`config.mk`:
```
export PLATFORM = sky130hd
export DESIGN_NAME = rnn_ram_loader_flat
export DESIGN_NICKNAME = d
export VERILOG_FILES = /design/src/rtl/rnn_ram_loader_if.sv /design/src/rtl/rnn_ram_loader.sv /design/src/flat_wrapper.sv
export SDC_FILE = /design/constraint.sdc
export NUM_CORES = 1
export LEC_CHECK = 0
export CAP_MARGIN = 10
export CELL_PAD_IN_SITES_DETAIL_PLACEMENT = 1
export CELL_PAD_IN_SITES_GLOBAL_PLACEMENT = 1
export CORE_MARGIN = 1
export CORE_UTILIZATION = 35
export DETAILED_ROUTE_END_ITERATION = 10
export GPL_TIMING_DRIVEN = 0
export PLACE_DENSITY = 0.88
export SETUP_SLACK_MARGIN = 0.02
export SYNTH_ARGS = -nofsm -noshare
export SYNTH_HDL_FRONTEND = slang
export SYNTH_SLANG_ARGS = --single-unit
```
`constraint.sdc`:
```
create_clock -name clk -period 4.45 [get_ports clk]
set_clock_uncertainty 0.2 [all_clocks]
set_input_delay 0.445 -clock clk [delete_from_list [all_inputs] [get_ports clk]]
set_output_delay 0.445 -clock clk [all_outputs]
set_load 0.02 [all_outputs]
```
`src/rtl/rnn_ram_loader_if.sv`:
```
// Valid/ready word stream feeding the RNN parameter/state memory loader.
interface rnn_ram_loader_if #(
    parameter int DATA_WIDTH = 32
) ();
    logic [DATA_WIDTH-1:0] s_data;
    logic                  s_valid;
    logic                  s_ready;

    modport master (
        output s_data,
        output s_valid,
        input  s_ready
    );

    modport slave (
        input  s_data,
        input  s_valid,
        output s_ready
    );
endinterface

```
`src/rtl/rnn_ram_loader.sv`:
```
// Groups five stream beats into a (W,H,U,X,V) record and writes it
// to the memory with a one-cycle strobe at an auto-incrementing port.
module rnn_ram_loader #(
    parameter int DATA_WIDTH = 32,
    parameter int ADDR_WIDTH = 4
) (
    input  logic                  clk,
    input  logic                  reset,
    input  logic                  start,
    input  logic [ADDR_WIDTH-1:0] base_port,
    input  logic [ADDR_WIDTH:0]   num_records,
    rnn_ram_loader_if.slave       s,
    output logic [DATA_WIDTH-1:0] writeW,
    output logic [DATA_WIDTH-1:0] writeH,
    output logic [DATA_WIDTH-1:0] writeU,
    output logic [DATA_WIDTH-1:0] writeX,
    output logic [DATA_WIDTH-1:0] writeV,
    output logic                  writeenable,
    output logic [ADDR_WIDTH-1:0] writeport,
    output logic                  busy,
    output logic                  done
);

    typedef enum logic [1:0] {
        IDLE,
        LOAD,
        WRITE,
        DONE
    } state_t;

    state_t                state;
    state_t                state_n;
    logic [2:0]            beat;
    logic [ADDR_WIDTH-1:0] addr;
    logic [ADDR_WIDTH:0]   remaining;
    logic                  accept;
    logic                  last_beat;

    assign accept    = s.s_valid && s.s_ready;
    assign last_beat = (beat == 3'd4);

    always_ff @(posedge clk) begin
        if (!reset) begin
            state <= IDLE;
        end else begin
            state <= state_n;
        end
    end

    always_comb begin
        state_n     = state;
        s.s_ready   = 1'b0;
        busy        = 1'b0;
        done        = 1'b0;
        writeenable = 1'b0;
        unique case (state)
            IDLE: begin
                if (start) begin
                    state_n = (num_records != '0) ? LOAD : DONE;
                end
            end
            LOAD: begin
                s.s_ready = 1'b1;
                busy      = 1'b1;
                if (s.s_valid && last_beat) begin
                    state_n = WRITE;
                end
            end
            WRITE: begin
                busy        = 1'b1;
                writeenable = 1'b1;
                state_n = (remaining > (ADDR_WIDTH+1)'(1)) ? LOAD : DONE;
            end
            DONE: begin
                done    = 1'b1;
                state_n = IDLE;
            end
            default: state_n = IDLE;
        endcase
    end

    assign writeport = addr;

    // Fields only change while loading, so they stay stable through WRITE.
    always_ff @(posedge clk) begin
        if (!reset) begin
            beat      <= '0;
            addr      <= '0;
            remaining <= '0;
            writeW    <= '0;
            writeH    <= '0;
            writeU    <= '0;
            writeX    <= '0;
            writeV    <= '0;
        end else begin
            if (state == IDLE && start) begin
                addr      <= base_port;
                remaining <= num_records;
            end
            if (accept) begin
                case (beat)
                    3'd0:    writeW <= s.s_data;
                    3'd1:    writeH <= s.s_data;
                    3'd2:    writeU <= s.s_data;
                    3'd3:    writeX <= s.s_data;
                    3'd4:    writeV <= s.s_data;
                    default: ;
                endcase
                beat <= last_beat ? 3'd0 : beat + 3'd1;
            end
            if (state == WRITE) begin
                addr      <= addr + ADDR_WIDTH'(1);
                remaining <= remaining - (ADDR_WIDTH+1)'(1);
            end
        end
    end

endmodule

```
`src/flat_wrapper.sv`:
```
// flat-port wrapper written by rule: the top's interface ports become plain ports
module rnn_ram_loader_flat 
#(
    parameter int DATA_WIDTH = 32,
    parameter int ADDR_WIDTH = 4
)
  (clk, reset, start, base_port, num_records, writeW, writeH, writeU, writeX, writeV, writeenable, writeport, busy, done, s_s_data, s_s_valid, s_s_ready);
  rnn_ram_loader_if #(.DATA_WIDTH(DATA_WIDTH)) s_i ();
  input  logic clk;
  input  logic reset;
  input  logic start;
  input  logic [ADDR_WIDTH-1:0] base_port;
  input  logic [ADDR_WIDTH:0] num_records;
  output logic [DATA_WIDTH-1:0] writeW;
  output logic [DATA_WIDTH-1:0] writeH;
  output logic [DATA_WIDTH-1:0] writeU;
  output logic [DATA_WIDTH-1:0] writeX;
  output logic [DATA_WIDTH-1:0] writeV;
  output logic writeenable;
  output logic [ADDR_WIDTH-1:0] writeport;
  output logic busy;
  output logic done;
  input wire logic [$bits(s_i.s_data)-1:0] s_s_data;
  input wire logic [$bits(s_i.s_valid)-1:0] s_s_valid;
  output wire logic [$bits(s_i.s_ready)-1:0] s_s_ready;
  assign s_i.s_data = s_s_data;
  assign s_i.s_valid = s_s_valid;
  assign s_s_ready = s_i.s_ready;
  rnn_ram_loader #(.DATA_WIDTH(DATA_WIDTH), .ADDR_WIDTH(ADDR_WIDTH)) u_core (.clk(clk), .reset(reset), .start(start), .base_port(base_port), .num_records(num_records), .s(s_i), .writeW(writeW), .writeH(writeH), .writeU(writeU), .writeX(writeX), .writeV(writeV), .writeenable(writeenable), .writeport(writeport), .busy(busy), .done(done));
endmodule
```
==> results of run 1 <==
metrics by stage:
| step | hold slack, ps | setup WS, ps | instances | area (um2) | util |
|---|---|---|---|---|---|
| 5_1_grt | 272 | 1840 | 1283 | 9380 | 0.522 |
| 4_1_cts | 257 | 1930 | 1283 | 9380 | 0.522 |
| 2_1_floorplan | 259 | 2580 | 810 | 6420 | - |
| 6_report | 255 | 1940 | 1283 | 9380 | 0.522 |
| 3_3_place_gp | 241 | 1680 | 1251 | 8830 | 0.491 |
| 3_5_place_dp | 247 | 1590 | 1251 | 8830 | 0.491 |
cells by family (layout without fill, tap and decap cells):
family                     count (synthesis)  in the layout
adders and majority gates                 13             13
buffers and inverters                     68            312
and+or+nand+nor                          362            362
xor gates and xnor gates                   1              1
AOI/OAI and AO/OA                        192            192
DFF                                      174            174
synthesized netlist by cell type, types with 2 or more instances:
| library cell | number | area [um2] |
|---|---|---|
| buf_2 | 12 | 60.1 |
| inv_1 | 9 | 33.8 |
| nor4b_1 | 2 | 17.5 |
| and3_1 | 4 | 25.0 |
| nand4b_1 | 4 | 35.0 |
| ha_1 | 13 | 163 |
| nand2b_1 | 2 | 12.5 |
| a31oi_1 | 4 | 25.0 |
| a311oi_1 | 3 | 26.3 |
| nor2_1 | 4 | 15.0 |
| dfxtp_1 | 174 | 3480 |
| nor2b_1 | 3 | 18.8 |
| a22oi_1 | 2 | 15.0 |
| clkbuf_1 | 46 | 173 |
| nor3_1 | 2 | 10.0 |
| nand2_1 | 327 | 1230 |
| nand3_1 | 4 | 20.0 |
| and4b_1 | 3 | 30.0 |
| a21oi_1 | 165 | 826 |
| o21ai_0 | 2 | 10.0 |
| a211oi_1 | 7 | 52.6 |
| o21bai_1 | 2 | 15.0 |
worst max-delay path: stages (launching register included):
cell	delay [ps]
dfxtp_1	340
inv_1	110
ha_1	310
clkdlybuf4s50_1	670
power breakdown:
| part | internal, mW | switching [mW] |
|---|---|---|
| clock | 0.786 | 0.648 |
| combinational | 0.318 | 0.470 |
| sequential | 1.64 | 0.0685 |
| total | 2.75 | 1.19 |
final cells by class:
cell class                      count  area [um2]  share of cell area
Sequential cell                   174        3480               0.371
Clock inverter                     13         113              0.0120
Multi-Input combinational cell    568        2670               0.284
Timing Repair Buffer              212        2120               0.226
Tap cell                          229         287              0.0305
Clock buffer                       19         443              0.0472
Inverter                           10        37.5             0.00400
Buffer                             58         233              0.0248
layer usage:
layer	track usage	vias to the layer above	routed length [um]
met3	0.0589	38	1240
met2	0.424	185	11300
met5	0	-	0
li1	-	3123	-
met1	0.299	3215	10200
met4	0.0965	0	595
path summary, 6_finish.rpt:
check	start	end	slack, ps	cells after the start
worst min-delay path	u_core.writeX[20]	u_core.writeX[20]	250	2
worst min register to register	u_core.writeX[20]	u_core.writeX[20]	250	2
worst max-delay path	u_core.state[1]	s_s_ready	1940	3
worst max register to register	u_core.state[1]	u_core.writeV[25]	2060	7
flip-flops by register name, summed over array words and instances, names as in the netlist:
name	count
u_core.beat	3
u_core.writeU	32
u_core.writeW	32
u_core.writeX	32
u_core.writeH	32
u_core.remaining	5
u_core.writeV	32
u_core.state	2
u_core.writeport	4
==> metrics.txt, run 1 <==
# IOs 213; root cell of the clock tree clkbuf_16; Post-Synth XOR/XNOR Area 0.00136; syn nets 868; grt ovf 0; Post-CTS Hold Buffers 0; Setup CP Type flop to output port; HPWL after DPL 16.9 mm; RSZ-0062 raised after global routing false; Tot GR Track Use 0.248; Slew Limit Headroom 0.460; clock-pin slew on the worst setup and hold paths 70 ps; DRT Pass-1 Iters 5; Final Hold Vio Count 0; largest net degree at the start of global routing 17; Clock Latency Late Sink 430 ps; status finished, final reports clean; WL final approximately 23 mm; Resize count post-CTS 0; setup bufs post-CTS 0; period utilization 0.565; first-pass GRT wire length 35.1 mm; drt wl/cell 18.2 um; DR vias/cell 5.11; #FFs+latches synth between 150 and 200; vias in the first global route 6431; startpoint types flop; Die X between 100 and 150 um; VDD IR max 0.274 mV; Seq/Total Area, Yosys 0.543; fin. max-slew vios 0; filler instances between 2000 and 2500; initial DRC count between 300 and 400; Static Leak 3.13 nW; Max-Cap Viols 0; multiplexer share of the synthesized area 0; Placeable Area 18000 um2; Synth Area in Adders 0.0253; Syn Area/Cell 7.92 um2; share of cells above drive strength 1 0.0446; Synth warnings 0; P&R area growth vs syn 46.2%; antenna-violating nets left 0; CTS tree yes; Final TNS setup 0 ps; post-synth cell types 38; Synth Area in Compound Gates 0.160; initial core utilization 0.357; worst slew pin tran between 800 and 900 ps; Hold WC Path Type flop to flop; standard-cell rows slightly below 50; Num CTS Buffers 17; max frequency 398 MHz; CP Capture Type output port; Post-Synth Simple-Gate Area 0.228; die height 137 um; Post-Syn Instances 810; htree depth 4; Critical Path Fanout Max 8; vias between 6000 and 7000; ys flop type dfxtp_1; post-layout min period 2510 ps; Pwr Density approximately 420 nW/um2; Netlist Area Pre-Place between 6000 and 7000 um2; largest family of logic cells by synthesized area simple AND/OR/NAND/NOR gates; Critical Path RT about 3800 ps; commonest cells after routing, fill and taps aside 327 x nand2_1, 212 x clkdlybuf4s50_1, 174 x dfxtp_1, 165 x a21oi_1, 47 x clkbuf_1; number of enable flip-flop cells after synthesis 0; # setup viols final 0; DRC viols 0; die area around 19000 um2; Max Buffers Root-to-Sink 2; routability congestion estimate 0.800; antenna violations before repair 0; Post-synth ARST share 0; CP arrival 1870 ps; Sink Count roughly 170; Tot Pwr slightly below 4 mW; n_diodes 0; IO buf count about 210; commonest non-fill, non-tap cell in the layout nand2_1; post-layout net count 1099
(Power assumes the default switching activity.)
==> run 2: changes to the inputs <==
CORE_UTILIZATION = 29   (was 35)
PLACE_DENSITY = 0.78   (was 0.88)
clock period = 2.17 ns   (was 4.45 ns; I/O delays follow)
==> run 2 against run 1 <==
  * Critical path depth is 4 higher
  * Non-clock buffer count up 2
  * Via count decreased by 3.3%
  * Sequential share of layout area down 0.62 points
  * Setup slack got worse by 1800 ps
==> metrics.txt, run 2 (same netlist as run 1, synthesis figures left out) <==
WL final 23.2 mm (-0.66%); vias in the first global route 6220 (-3.3%); Static Leak 3.22 nW (+2.8%); post-layout net count 1101 (+0.18%); die area 22700 um2 (+20%); CTS tree yes; Final TNS setup 0 ps (unchanged); HPWL after DPL 17.3 mm (+1.9%); Die X 151 um (+9.7%); # IOs 213 (unchanged); grt ovf 0 (unchanged); VDD IR max 0.538 mV (+96%); commonest cells after routing, fill and taps aside 327 x nand2_1, 209 x clkdlybuf4s50_1, 174 x dfxtp_1, 165 x a21oi_1, 21 x clkbuf_1; worst setup margin 142 ps (-1800 ps); Max Buffers Root-to-Sink 2 (unchanged); Max-Cap Viols 0 (unchanged); drt wl/cell 17.4 um (-4.5%); initial DRC count 178 (-46%); Post-Place Worst Slack -427 ps (-2020 ps); n_diodes 0 (unchanged); Hold WC Path Type flop to flop; Clock Latency Late Sink 420 ps (about the same); Num CTS Buffers 17 (unchanged); DR vias/cell 4.75 (-7.0%); Non-Filler Instances 1335 (+4.1%); standard-cell rows 54 (+10%); max frequency 493 MHz; Critical Path Fanout Max 10 (+2); Critical Path RT 2300 ps (-1510 ps); post-layout min period 2030 ps; die height 151 um (+9.7%); largest net degree at the start of global routing 17 (unchanged); fin. max-slew vios 0 (unchanged); antenna-violating nets left 0 (unchanged); Sink Count 174 (unchanged); root cell of the clock tree clkbuf_16; Post-CTS Hold Buffers 0 (unchanged); routability congestion estimate 0.806 (+0.81%); commonest non-fill, non-tap cell in the layout nand2_1; worst-path cell chain inv_1 -> ha_2 -> and4b_1 -> clkbuf_1 -> clkbuf_4 -> nand2_1 -> a21oi_1; DRC viols 0 (unchanged); Pwr Density 850 nW/um2 (+100%); Tot Pwr 8.11 mW (+110%); status finished, final reports clean; IO buf count 212 (unchanged); antenna violations before repair 0 (unchanged); CP Capture Type flop; RSZ-0062 raised after global routing true; P&R area growth vs syn 48.7%; worst stage delay on the critical path 340 ps (-330 ps); period utilization 0.935; Setup CP Type flop to flop; placed cells 1302 (+4.1%); Tot GR Track Use 0.204 (-0.0438); startpoint types flop; htree depth 4 (unchanged); vias 6347 (-3.3%); clock-pin slew on the worst setup and hold paths 60 ps (about the same); Final Hold Vio Count 0 (unchanged); filler instances 2633 (+23%); Util after Layout 0.439 (-0.0837); slowest CP cell dfxtp_1; # setup viols final 0 (unchanged); DRT Pass-1 Iters 4 (-1); first-pass GRT wire length 35.0 mm (-0.26%); CP arrival 2160 ps (+290 ps); initial core utilization 0.295 (-0.0623); Placeable Area 21800 um2 (+21%); worst slew pin tran 686 ps (-124 ps); Slew Limit Headroom 0.542 (+0.0828); share of cells above drive strength 1 0.0720 (+0.0274)
[run 2: changes by cell type in the layout (fill, tap and decap cells not counted), sizes merged]
| cell | previous run | this run |
|---|---|---|
| dlygate4sd2 | 0 | 3 |
| clkinvlp | 3 | 4 |
| clkinv | 6 | 3 |
| clkdlybuf4s50 | 212 | 209 |
| clkbuf | 65 | 64 |
| buf | 12 | 16 |
[run 2: stage by stage]
stage                     area, um2  hold slack [ps]
final                          9540              255
after global routing           9540              271
after CTS                      9530              256
after detailed placement       8890              247
after global placement         8890              241
after floorplan                6420              151
[run 2: worst paths after layout]
path                                         from                end  slack (ps)  cells after the start
worst min register to register  u_core.writeW[30]  u_core.writeW[30]         250                      2
worst max-delay path              u_core.state[1]  u_core.writeH[19]         140                      7
worst min-delay path            u_core.writeW[30]  u_core.writeW[30]         250                      2
worst max register to register    u_core.state[1]  u_core.writeH[19]         140                      7
[run 2: per-layer routing]
metal	up-vias	global-route usage	share of wire
met2	166	0.351	0.48
met1	3036	0.255	0.45
met3	19	0.0473	0.052
met4	0	0.0575	0.012
li1	3126	-	-
met5	-	0	0
[run 2: report_power, final]
group          internal (mW)  total (mW)  switching [mW]
clock network           1.68        3.00            1.32
registers               3.37        3.51           0.138
logic                  0.655        1.61           0.952
[run 2: area by class of cell]
cell class | instances | area [um2] | area share
inverter | 10 | 37.5 | 0.00393
tap | 280 | 350 | 0.0367
clock buffer | 20 | 467 | 0.0489
clock inverter | 11 | 108 | 0.0113
sequential | 174 | 3480 | 0.365
multi-input combinational | 568 | 2670 | 0.280
timing repair buffer | 216 | 2150 | 0.225
buffer | 56 | 277 | 0.0290
[run 2: worst max-delay path, delay by kind of cell (launching register included)]
| family | cells | cell delay, ps |
|---|---|---|
| AO/OA/AOI/OAI | 1 | 180 |
| adder cells (fa/ha/maj) | 1 | 260 |
| AND/OR/NAND/NOR | 2 | 280 |
| buffers and inverters | 3 | 690 |
| flip-flops | 1 | 340 |
[run 2: repair_timing]
| action | CTS | global route |
|---|---|---|
| endpoints found under the setup margin | 157 | 152 |
| pin swaps | 3 | 1 |
| resized for setup | 26 | 21 |
| setup buffers | 4 | 0 |
==> run 3: changes to the inputs <==
MAX_ROUTING_LAYER = met4   (was unset)
==> run 3 against run 2 <==
  * Sequential share of layout area is the same
  * Non-clock buffer count is the same
  * Flip-flop and latch count is the same
  * Via count shrank 0.49%
  * Final cell count is the same
  * Routed wire length is essentially flat
  * Critical path depth shrank 2
  * Largest power group unchanged
==> metrics.txt, run 3 (same netlist as run 1, synthesis figures left out) <==
status finished, final reports clean; Hold WC Path Type flop to flop; share of cells above drive strength 1 0.0720 (unchanged); Hold Crit Depth 2 (unchanged); max frequency 493 MHz (about the same); Reg power frac 0.432 (about the same); commonest cells after routing, fill and taps aside 327 x nand2_1, 209 x clkdlybuf4s50_1, 174 x dfxtp_1, 165 x a21oi_1, 21 x clkbuf_1; die area 22700 um2 (unchanged); switching share of power 0.297 (about the same); antenna violations before repair 0 (unchanged); startpoint types input port; Util after Layout 0.439 (unchanged); post-layout net count 1101 (unchanged); # IOs 213 (unchanged); Tot GR Track Use 0.210 (+0.00553); Placeable Area 21800 um2 (unchanged); routability congestion estimate 0.818 (+1.5%); Num CTS Buffers 17 (unchanged); initial DRC count 183 (+2.8%); clock-pin slew on the worst setup and hold paths 60 ps (about the same); first-pass GRT wire length 35.0 mm (about the same); DRC viols 0 (unchanged); combinational group share of total power 0.198 (about the same); Pwr Density 850 nW/um2 (about the same); WL final 23.2 mm (about the same); VDD IR max 0.539 mV (+0.12%); post-layout min period 2030 ps (+2.01 ps); Slew Limit Headroom 0.541 (-0.00121); worst slew pin tran 688 ps (+1.81 ps); Final TNS setup 0 ps (unchanged); grt ovf 0 (unchanged); Sink Count 174 (unchanged); Max-Cap Viols 0 (unchanged); sw power 2.41 mW (+0.12%); P&R area growth vs syn 48.7% (unchanged); initial core utilization 0.295 (unchanged); placed cells 1302 (unchanged); RSZ-0062 raised after global routing true; vias 6316 (-0.49%); standard-cell rows 54 (unchanged); Non-Filler Instances 1335 (unchanged); drt wl/cell 17.4 um (about the same); antenna-violating nets left 0 (unchanged); Post-Place Worst Slack -427 ps (unchanged); Critical Path RT 2240 ps (-60 ps); Setup CP Type input port to flop; DRT Pass-1 Iters 6 (+2); register area 3480 um2 (unchanged); worst setup margin 140 ps (-2.01 ps); largest net degree at the start of global routing 17 (unchanged); n_diodes 0 (unchanged); IO buf count 212 (unchanged); fin. max-slew vios 0 (unchanged); P_int 5.70 mW (about the same); HPWL after DPL 17.3 mm (unchanged); Clock Latency Late Sink 420 ps (about the same); filler instances 2633 (unchanged); CP arrival 2100 ps (-60 ps); commonest non-fill, non-tap cell in the layout nand2_1; Critical Path Fanout Max 10 (unchanged); Static Leak 3.22 nW (about the same); # setup viols final 0 (unchanged); die height 151 um (unchanged); CTS tree yes; root cell of the clock tree clkbuf_16; period utilization 0.936 (about the same); Final Hold Vio Count 0 (unchanged); htree depth 4 (unchanged); Die X 151 um (unchanged); Multi-input gate area 2670 um2 (unchanged); DR vias/cell 4.73 (-0.49%); Clock power frac 0.370 (about the same); vias in the first global route 6241 (+0.34%); R2R depth 7 (unchanged); Max Buffers Root-to-Sink 2 (unchanged); CP Capture Type flop
-- run 3: cell counts in the layout (fill, tap and decap cells not counted) --
No cell type changed its count.
-- run 3: critical path, cell delays in order --
cell	delay [ps]
clkdlybuf4s50_1	490
inv_2	190
clkbuf_1	550
clkbuf_1	520
a21oi_1	120
-- run 3: through the flow --
stage / power [mW] / hold WS (ps) / instance area, um2
2_1_floorplan: 4.46 / 151 / 6420
3_3_place_gp: 5.15 / 241 / 8890
3_5_place_dp: 5.19 / 247 / 8890
4_1_cts: 8.20 / 256 / 9530
5_1_grt: 8.48 / 271 / 9540
6_report: 8.11 / 255 / 9540
-- run 3: final timing paths --
check | slack [ps] | startpoint | endpoint
setup / recovery | 140 | reset | u_core.writeH[19]
hold / removal | 250 | u_core.writeH[27] | u_core.writeH[27]
setup reg to reg | 150 | u_core.state[1] | u_core.writeH[19]
hold reg to reg | 250 | u_core.writeH[27] | u_core.writeH[27]
-- run 3: routing by layer --
metal	vias up	GRT usage	wire, um
li1	3126	-	-
met1	3015	0.254	10600
met2	157	0.351	11100
met3	18	0.0452	1200
met4	0	0.0575	261
met5	-	-	0
-- run 3: power groups by stage --
stage / Combinational (mW) / Sequential [mW] / Clock, mW
floorplan: 0.773 / 3.69 / 0
global placement: 1.58 / 3.58 / 0
detailed placement: 1.61 / 3.58 / 0
CTS: 1.62 / 3.51 / 3.07
global route: 1.77 / 3.53 / 3.18
finish: 1.61 / 3.51 / 3.00
-- run 3: repair_timing --
action | in CTS | in global routing
buffers inserted | 4 | 0
setup endpoints to repair | 157 | 152
pin swaps | 3 | 1
resized for setup | 26 | 21
hold buffers | 0 | 0
-- run 3: final cells by class --
class / count / share of cell area
sequential: 174 / 0.365
multi-input combinational: 568 / 0.280
timing repair buffer: 216 / 0.225
clock buffer: 20 / 0.0489
tap: 280 / 0.0367
buffer: 56 / 0.0290
clock inverter: 11 / 0.0113
inverter: 10 / 0.00393
